<file path="src/rtl/mul4_pkg.sv">
// Shared types and sizes for the sequential 4x4 multiplier.
package mul4_pkg;

    localparam int unsigned OPW   = 4;
    localparam int unsigned PRODW = 8;
    localparam int unsigned STEPS = 4;

    typedef enum logic [1:0] {
        IDLE,
        CALC,
        DONE
    } state_t;

endpackage

</file>
<file path="src/rtl/mul4_step.sv">
// One shift-add iteration: gate A by P[0], add into the upper half, shift right with carry.
module mul4_step
    import mul4_pkg::OPW;
    import mul4_pkg::PRODW;
(
    input  logic [OPW-1:0]   a,
    input  logic [PRODW-1:0] p,
    output logic [PRODW-1:0] p_next
);

    logic [OPW-1:0] pp;
    logic [OPW-1:0] g;
    logic [OPW-1:0] pr;
    logic [OPW-1:0] s;
    logic           c1, c2, c3, c4;

    // MUL_unit: one partial-product row
    assign pp = a & {OPW{p[0]}};

    // fourbits_CLGadder with cin tied low
    assign g  = p[7:4] & pp;
    assign pr = p[7:4] ^ pp;
    assign c1 = g[0];
    assign c2 = g[1] | (pr[1] & g[0]);
    assign c3 = g[2] | (pr[2] & g[1]) | (pr[2] & pr[1] & g[0]);
    assign c4 = g[3] | (pr[3] & g[2]) | (pr[3] & pr[2] & g[1]) | (pr[3] & pr[2] & pr[1] & g[0]);
    assign s  = pr ^ {c3, c2, c1, 1'b0};

    assign p_next = {c4, s, p[3:1]};

endmodule

</file>
<file path="src/rtl/mul4_seq_ctrl.sv">
// Sequential 4x4 unsigned multiplier: one shared step datapath, valid/ready on both sides,
// tag carried through to the result.
module mul4_seq_ctrl
    import mul4_pkg::OPW;
    import mul4_pkg::PRODW;
    import mul4_pkg::state_t;
    import mul4_pkg::IDLE;
    import mul4_pkg::CALC;
    import mul4_pkg::DONE;
#(
    parameter int unsigned TAG_W = 2,
    parameter int unsigned STEPS = 4
) (
    input  logic             clk,
    input  logic             rst_n,
    input  logic             in_valid,
    output logic             in_ready,
    input  logic [OPW-1:0]   in_a,
    input  logic [OPW-1:0]   in_b,
    input  logic [TAG_W-1:0] in_tag,
    output logic             out_valid,
    input  logic             out_ready,
    output logic [PRODW-1:0] out_prod,
    output logic [TAG_W-1:0] out_tag,
    output logic             busy
);

    if (STEPS != mul4_pkg::STEPS) begin : g_steps_illegal
        $error("mul4_seq_ctrl: STEPS must equal the operand width");
    end

    state_t             state_q;
    logic [1:0]         cnt_q;
    logic [PRODW-1:0]   p_q;
    logic [PRODW-1:0]   p_next;
    logic [OPW-1:0]     a_q;
    logic [TAG_W-1:0]   tag_q;

    mul4_step u_step (
        .a      (a_q),
        .p      (p_q),
        .p_next (p_next)
    );

    always_ff @(posedge clk or negedge rst_n) begin
        if (!rst_n) begin
            state_q   <= IDLE;
            cnt_q     <= 2'd0;
            p_q       <= '0;
            a_q       <= '0;
            tag_q     <= '0;
            in_ready  <= 1'b1;
            out_valid <= 1'b0;
            busy      <= 1'b0;
        end else begin
            unique case (state_q)
                IDLE: begin
                    if (in_valid) begin
                        a_q      <= in_a;
                        p_q      <= {{(PRODW-OPW){1'b0}}, in_b};
                        tag_q    <= in_tag;
                        cnt_q    <= 2'd0;
                        state_q  <= CALC;
                        in_ready <= 1'b0;
                        busy     <= 1'b1;
                    end
                end
                CALC: begin
                    p_q   <= p_next;
                    cnt_q <= cnt_q + 2'd1;
                    // Full STEPS iterations regardless of operand values
                    if (cnt_q == 2'(STEPS - 1)) begin
                        state_q   <= DONE;
                        out_valid <= 1'b1;
                    end
                end
                DONE: begin
                    if (out_ready) begin
                        state_q   <= IDLE;
                        out_valid <= 1'b0;
                        in_ready  <= 1'b1;
                        busy      <= 1'b0;
                    end
                end
                default: begin
                    state_q <= IDLE;
                end
            endcase
        end
    end

    assign out_prod = p_q;
    assign out_tag  = tag_q;

endmodule
</file>
<file path="config.mk">
export PLATFORM = sky130hd
export DESIGN_NAME = mul4_seq_ctrl
export DESIGN_NICKNAME = d
export VERILOG_FILES = /design/src/rtl/mul4_pkg.sv /design/src/rtl/mul4_step.sv /design/src/rtl/mul4_seq_ctrl.sv
export SDC_FILE = /design/constraint.sdc
export NUM_CORES = 1
export LEC_CHECK = 0
export CORE_MARGIN = 2
export CORE_UTILIZATION = 26
export CTS_CLUSTER_SIZE = 40
export DETAILED_ROUTE_END_ITERATION = 7
export SLEW_MARGIN = 20
export SYNTH_ARGS = -nofsm -noshare
export SYNTH_HDL_FRONTEND = slang
export SYNTH_HIERARCHICAL = 1
export SYNTH_SLANG_ARGS = --single-unit
</file>
<file path="constraint.sdc">
create_clock -name clk -period 1.92 [get_ports clk]
set_input_delay 0.48 -clock clk [delete_from_list [all_inputs] [get_ports clk]]
set_output_delay 0.48 -clock clk [all_outputs]
set_load 0.02 [all_outputs]
</file>
==> Word level (Yosys, flattened, before mapping) <==
Index checks and enable logic that the tools add are counted.
{ "word_totals": {"mem_bits_rw": 0, "n_memories": 0, "mem_bits_ro": 0, "wordCells": 59, "latchBits": 0, "regBits": 21} }
{ "classes": {"n_bitwise": 19, "reduce_logical": 9, "div": 0, "mul": 0, "magnitude_cmp": 0, "n_addsub": 1, "n_mux": 16, "eq_ne": 6, "shift": 0} }
{ "ops": {"columns": ["cell", "n"], "rows": [
  ["8-bit one-hot mux with 2 select lines", 1],
  ["1-bit AND", 9],
  ["3-bit AND reduction", 3],
  ["4-bit AND", 2],
  ["2-bit two-way mux", 4],
  ["8-bit two-way mux", 1],
  ["4-bit bitwise XOR", 2],
  ["2-bit != test, second input constant", 3],
  ["1-bit OR", 6],
  ["1-bit one-hot mux with 2 select lines", 3],
  ["2-bit one-hot mux with 3 select lines", 1],
  ["2-bit nonzero test", 3],
  ["1-bit two-way mux", 5],
  ["2-bit equality test, second input constant", 2],
  ["2-bit one-hot mux with 2 select lines", 1],
  ["2-bit AND reduction", 2],
  ["2-bit by 1-bit adder with 2-bit output, second input constant", 1],
  ["2-bit by 1-bit equality test with 1-bit output, second input constant", 1],
  ["2-bit zero test", 1]
]} }

==> Longest topological paths before layout <==
Gate-level depths: netlist of the first run.
{ "depth": {"ltp_word": 7, "depth_mapped": 8, "depth_no_buf": 7} }

==> Modules after synthesis <==
Netlist of the first run, hierarchy kept.
{ "modules_own_cells": {"columns": ["module", "cells_each", "area_each_um2", "n_inst"], "rows": [
  ["mul4_seq_ctrl", 71, 875.8, 1],
  ["mul4_step", 23, 176.4, 1]
]} }

==> Worst setup path before layout of the first run <==
No wires, ideal clock.
{ "synth_path": {"path_type": "reg-to-reg", "from": "reg p_q[0], in the netlist out_prod[0]", "to": "reg p_q[7], in the netlist out_prod[7]", "arrival_time_ps": 1628, "path_slack_ps": 171, "required_ps": 1799, "path_stages_with_launch": 8, "path_cell_list": "dfrtp_1 and2_1 ha_1 a21oi_1 nand2_1 a21o_1 buf_4 a22o_1"} }
{ "synth_between": {"elab_chain_cells": 7, "elab_cells_between_ends": 12} }
{ "synth_rtl": {"columns": ["element", "line", "source"], "rows": [
  ["from (decl)", "mul4_seq_ctrl.sv:34", "logic [PRODW-1:0] p_q;"],
  ["from (signal assigned)", "mul4_seq_ctrl.sv:60", "p_q <= {{(PRODW-OPW){1'b0}}, in_b};"],
  ["from (signal assigned)", "mul4_seq_ctrl.sv:69", "p_q <= p_next;"],
  ["4-bit AND *", "mul4_step.sv:18", "assign pp = a & {OPW{p[0]}};"],
  ["4-bit bitwise XOR or 4-bit AND (tied branches)", "mul4_step.sv:22, mul4_step.sv:21", null],
  ["1-bit AND", "mul4_step.sv:26", "assign c4 = g[3] | (pr[3] & g[2]) | (pr[3] & pr[2] & g[1]) | (pr[3] & pr[2] & pr[1] & g[0]);"],
  ["1-bit OR or 1-bit AND (tied branches) (2 in a row)", "mul4_step.sv:26", null],
  ["1-bit OR *", "mul4_step.sv:26", null],
  ["via u_step.c4", "mul4_step.sv:15", "logic c1, c2, c3, c4;"],
  ["8-bit one-hot mux with 2 select lines *", "mul4_seq_ctrl.sv:56", "unique case (state_q)"]
]} }
Mark *: on every way through the listed nets, which the timed path passes. The rest lies on a longest branch.
A chain may end at the register's enable or synchronous reset.

==> Worst setup path in the final report of the first run <==
{ "layout_path": {"from": "reg p_q[0], in the netlist out_prod[0]", "to": "out out_prod[0]"} }
{ "layout_rtl": {"columns": ["element", "line", "source"], "rows": [
  ["to (decl)", "mul4_seq_ctrl.sv:23", "output logic [PRODW-1:0] out_prod,"]
]} }
No word-level cell between the ends.

==> reports/results.ini, run 1 <==
[status]
outcome=completed

[grt]
grt_max_degree=22
grt_pass1_vias=772
antenna_found_initial=0
grt_pass1_wl_um=3490
overflow=0
grt_use_total=0.104

[yosys]
synth_edf_count=0
synth_area_leaders=dfrtp_1, mux2_1, ha_1, o22ai_1, a21oi_1
synthCells=94
ys_types=25
yosys.area.top_type=dfrtp_1
async_flop_share=1.00
ys_seq_area_frac=0.501
syn_area_um2=1050
yosysWarningCount=6
syn_area_per_cell_um2=11.2
synthTopCellsByCount=dfrtp_1, a21oi_1, o22ai_1
ys_ff_latch=21
synth_top_area_frac=0.476
synth_ff_type=dfrtp_1
syn_nets=114
synth_most_common_cell=dfrtp_1

[clocking]
clock-sinks=21
cts_resized=0
clkLatencyLatePin_ns=0.25
clk_pin_slew_worst_paths_ns=0.07
ctsLongestPathBuffers=2
h-tree-depth=1
numCtsBuffers=3
root_buffer=clkbuf_8
postCtsSetupBuffers=0
hold_buffers=0
cts_tree=built

[worst_setup_path]
path_max_fanout=7
critPathCaptureType=output pin
path_buf_inv=1
cp-start-kind=flip-flop
crit_chain=clkdlybuf4s50_1
cp_slowest_stage_delay_ns=0.64
cp_slowest_cell=clkdlybuf4s50_1
critPathRequiredTime_ns=1.44
path_class=flip-flop to output pin
critical_path.top_delay_family=buffers and inverters
critPathArrivalTime_ns=1.34

[timing]
final_max_slew_viol_count=0
min_period_over_period=0.946
clock.fmax_mhz=550
relSlewSlack=0.737
final-setup-viol-count=0
tns_ns=0
max_slew.worst_pin.slew_ns=0.394
hold_viol_final=0
skew_ns=0.00392
period_needed_ns=1.82
rsz0062_at_grt=no

[floorplanning]
die_area_um2=4570
io_pins=27
die_h_um=67.6
start_util=0.267
die_w_um=67.6
fp.coreArea_um2=3940
fp-row-count=23

[route]
dr_total_vias=802
drt_wl_total_um=2240
drc_errors=0
ant_nets=0
drtIter0Drc=26
vias_per_cell=4.69
wl_per_cell_um=13.1
first_pass_iters=4

[worst_hold_path]
worstHoldPathType=flip-flop to flip-flop

[power_and_ir_drop]
design_power_total_uw=2320
ir_worst_vdd_uv=367
power.density_nw_per_um2=1650
power.leakage_uw=0.000628

[cells_and_area]
drive_gt1_frac=0.0744
area_growth_pct=33.3
nNetsFinal=142
fill_cells=382
diodes=0
finalNonFillerCells=171

[run]
drv_cap=0

[place]
hpwl_um=1740
gp_congestion=0.717
port_buffers=26
dp.cells=167

==> worst paths after layout <==
| path | from | to | slack [ns] | depth (start not counted) |
|---|---|---|---|---|
| min | a_q[0] | a_q[0] | 0.49 | 1 |
| min reg2reg | a_q[0] | a_q[0] | 0.49 | 1 |
| max in group asynchronous | rst_n | in_ready | 1.07 | 2 |
| max | out_prod[0] | out_prod[0] | 0.10 | 1 |
| min in group asynchronous | rst_n | out_prod[6] | 0.58 | 2 |
| max reg2reg | out_prod[0] | out_prod[4] | 0.26 | 6 |
==> cells by family (layout without fill, tap and decap cells) <==
logic type,Yosys count,in the layout,share of synthesized area
muxes,6,6,0.0642
xor gates and xnor gates,2,2,0.0166
adders and majority gates,6,6,0.0785
and+or+nand+nor,16,16,0.0975
AOI/OAI and AO/OA,30,30,0.177
DFF,21,21,0.501
buffers and inverters,13,40,0.0654
==> flip-flops by register name, summed over array words and instances, names as in the netlist <==
register / flops
cnt_q: 2
a_q: 4
out_valid: 1
out_prod: 8
in_ready: 1
out_tag: 2
busy: 1
state_q: 2
==> through the flow <==
stage | utilization | area, µm² | setup WS (ns) | hold slack (ns)
2_1_floorplan | - | 1050 | 0.171 | 0.184
3_3_place_gp | 0.344 | 1360 | 0.176 | 0.463
3_5_place_dp | 0.344 | 1360 | 0.128 | 0.476
4_1_cts | 0.355 | 1400 | 0.0119 | 0.493
5_1_grt | 0.356 | 1400 | 0.0164 | 0.505
6_report | 0.356 | 1400 | 0.103 | 0.486
==> cell type report <==
type                    count  area, µm²  area share
well taps                  50       62.6      0.0446
inverters                   7       26.3      0.0187
repair buffers             29        285       0.203
flip-flops and latches     21        527       0.376
clock buffers               4       45.0      0.0321
multi-input cells          60        457       0.326
==> layer usage <==
| layer | vias up | share of wire | global-route usage |
|---|---|---|---|
| met5 | - | 0 | 0 |
| met4 | 0 | 0.011 | 0.0536 |
| met1 | 401 | 0.43 | 0.126 |
| li1 | 384 | - | - |
| met3 | 2 | 0.048 | 0.0217 |
| met2 | 15 | 0.51 | 0.174 |
==> layout by cell type, fill, tap and decap left out <==
cell	count
a21o_1	1
a21oi_1	9
a22o_1	5
and2_1	3
buf_4	3
clkbuf_1	1
clkbuf_8	3
clkdlybuf4s50_1	25
dfrtp_1	20
dfstp_2	1
dlymetal6s2s_1	1
fa_1	1
ha_1	5
inv_1	7
mux2_1	6
nand2_1	5
nand2b_1	2
nand2b_4	1
nand3_1	1
nor2_1	2
nor2_8	1
nor2b_1	1
o21ai_0	5
o21bai_1	1
o22ai_1	8
o31ai_1	1
xnor2_1	1
xor2_1	1
==> where the power goes <==
part | leakage [µW] | internal, µW | total, µW | switching [µW]
logic | 0.000361 | 611 | 1200 | 594
registers | 0.000243 | 647 | 836 | 189
clock network | 0.0000228 | 147 | 278 | 131
Power figures use the tool's default switching activity.
==> run 2, diff against run 1 <==
- CTS_CLUSTER_DIAMETER: not set -> 200
==> results of run 2 <==
No change in the layout: final DEF, timing and power equal those of run 1.
==> run 3, diff against run 2 <==
- CORE_ASPECT_RATIO: not set -> 2
==> run 3 against run 2 <==
Worst setup slack worse by 0.067 ns. Sequential power up 0.7%. Final cell count is 0.58% higher. Register-to-register slack got worse by 0.05 ns. Utilization grew 0.51 points. Clock skew rose by 0.0020 ns. Wire length is 1.9% higher. Design area hardly changed. Count of clock-buffer cells in the layout unchanged. Critical path depth stayed put. Sequential share of layout area barely moved. Sequential cell count unchanged. Largest power group unchanged.
==> reports/results.ini, run 3 (synthesized netlist as in run 1, its figures left out) <==
[status]
outcome=completed

[worst_setup_path]
path_buf_inv=1  ; unchanged
cp_slowest_stage_delay_ns=0.60  ; -0.04 ns
critical_path.top_delay_family=buffers and inverters
critPathArrivalTime_ns=1.40  ; +0.06 ns
critPathCaptureType=output pin
r2r.worst_path.cells=6  ; unchanged
crit_chain=clkdlybuf4s50_1
path_max_fanout=3  ; -4
critPathRequiredTime_ns=1.44  ; about the same
cp-start-kind=flip-flop
path_depth=1  ; unchanged
cp_slowest_cell=clkdlybuf4s50_1
path_class=flip-flop to output pin

[floorplanning]
die_h_um=94.0  ; +39%
die_w_um=49.0  ; -28%
io_pins=27  ; unchanged
die_area_um2=4600  ; +0.69%
fp.coreArea_um2=3880  ; -1.5%
start_util=0.271  ; +0.00404
fp-row-count=32  ; +39%

[timing]
clock.fmax_mhz=531  ; -3.6%
skew_ns=0.00596  ; +0.00204 ns
tns_ns=0  ; unchanged
relSlewSlack=0.748  ; +0.0119
min_period_over_period=0.981  ; +0.0349
final_max_slew_viol_count=0  ; unchanged
max_slew.worst_pin.slew_ns=0.377  ; -0.0164 ns
period_needed_ns=1.88  ; +0.0670 ns
hold_viol_final=0  ; unchanged
final-setup-viol-count=0  ; unchanged
rsz0062_at_grt=no
worst_slack_ns=0.0359  ; -0.0670 ns

[route]
drtIter0Drc=6  ; -77%
wl_per_cell_um=13.3  ; +1.3%
ant_nets=0  ; unchanged
first_pass_iters=3  ; -1
drc_errors=0  ; unchanged
drt_wl_total_um=2280  ; +1.9%
dr_total_vias=792  ; -1.2%
vias_per_cell=4.60  ; -1.8%

[cells_and_area]
nNetsFinal=142  ; unchanged
area_growth_pct=33.2  ; about the same
fill_cells=398  ; +4.2%
diodes=0  ; unchanged
drive_gt1_frac=0.0744  ; unchanged
final_cell_mix=clkdlybuf4s50_1, dfrtp_1, a21oi_1, o22ai_1, inv_1
largest_reg_flops=8  ; unchanged
layout_commonest_cell=clkdlybuf4s50_1

[clocking]
postCtsSetupBuffers=0  ; unchanged
cts_tree=built
numCtsBuffers=3  ; unchanged
root_buffer=clkbuf_8
hold_buffers=0  ; unchanged
clock-sinks=21  ; unchanged
h-tree-depth=1  ; unchanged
cts_resized=0  ; unchanged
clkLatencyLatePin_ns=0.26  ; about the same
clk_pin_slew_worst_paths_ns=0.08  ; about the same
ctsLongestPathBuffers=2  ; unchanged

[worst_hold_path]
worstHoldPathType=flip-flop to flip-flop
hold-path-cell-count=1  ; unchanged

[place]
gp_congestion=0.768  ; +7.2%
port_buffers=26  ; unchanged
hpwl_um=1800  ; +3.5%
post-place-ws_ns=0.177  ; +0.0486 ns

[grt]
grt_pass1_wl_um=3640  ; +4.4%
grt_use_total=0.105  ; +0.00119
overflow=0  ; unchanged
grt_pass1_vias=829  ; +7.4%
antenna_found_initial=0  ; unchanged
grt_max_degree=22  ; unchanged

[power_and_ir_drop]
comb_power_share=0.513  ; -0.007
design_power_total_uw=2320  ; +0.17%
p_int_uw=1400  ; -0.34%
switching_share=0.397  ; +0.00305
power.leakage_uw=0.000609  ; -2.9%
ir_worst_vdd_uv=895  ; +140%
power.density_nw_per_um2=1660  ; +0.26%
switching_power_uw=922  ; +0.94%
power.share.clock=0.124  ; +0.004
power_frac_seq=0.363  ; +0.003

[run]
drv_cap=0  ; unchanged

## run 3: cell count changes in the layout (fill, tap and decap cells not counted), sizes merged
cell | previous run | this run
clkdlybuf4s50 | 25 | 26
dlymetal6s2s | 1 | 0
## run 3: power by group through the flow
stage          clock (µW)  combinational [µW]  sequential (µW)
6_report              289                1190              842
5_1_grt               313                1300              871
4_1_cts               303                1210              843
3_5_place_dp            0                1200              853
3_3_place_gp            0                1170              841
2_1_floorplan           0                 762              899
## run 3: worst register-to-register path, cell delays in order, from the launching register on
cell	delay (ns)
dfrtp_1	0.46
and2_1	0.18
ha_1	0.32
a21oi_1	0.14
nand2_1	0.11
a21o_1	0.19
a22o_1	0.20
## run 3: layer usage
layer | vias to the layer above | part of all wire | global-route usage
met5 | - | 0 | 0
met4 | 0 | 0.021 | 0.0738
met3 | 4 | 0.025 | 0.0143
met2 | 13 | 0.58 | 0.193
met1 | 395 | 0.38 | 0.108
li1 | 380 | - | -
## run 3: worst paths after layout
check | slack, ns | from | endpoint
max | 0.04 | in_ready | in_ready
min | 0.49 | a_q[3] | a_q[3]
max reg2reg | 0.21 | out_prod[0] | out_prod[7]
min reg2reg | 0.49 | a_q[3] | a_q[3]
max in group asynchronous | 1.10 | rst_n | in_ready
min in group asynchronous | 0.55 | rst_n | out_prod[6]
## run 3: per-stage QoR
step	hold slack (ns)	utilization	cell area, µm²	std cells
3_5_place_dp	0.477	0.349	1360	168
2_1_floorplan	0.184	-	1050	94
4_1_cts	0.494	0.361	1400	172
6_report	0.487	0.361	1400	172
3_3_place_gp	0.461	0.349	1360	168
5_1_grt	0.499	0.361	1400	172
## run 3: area by class of cell
| type | count | area [µm²] | share of cell area |
|---|---|---|---|
| Sequential cell | 21 | 527 | 0.376 |
| Multi-Input combinational cell | 60 | 457 | 0.326 |
| Timing Repair Buffer | 29 | 283 | 0.202 |
| Tap cell | 51 | 63.8 | 0.0455 |
| Clock buffer | 4 | 45.0 | 0.0321 |
| Inverter | 7 | 26.3 | 0.0188 |
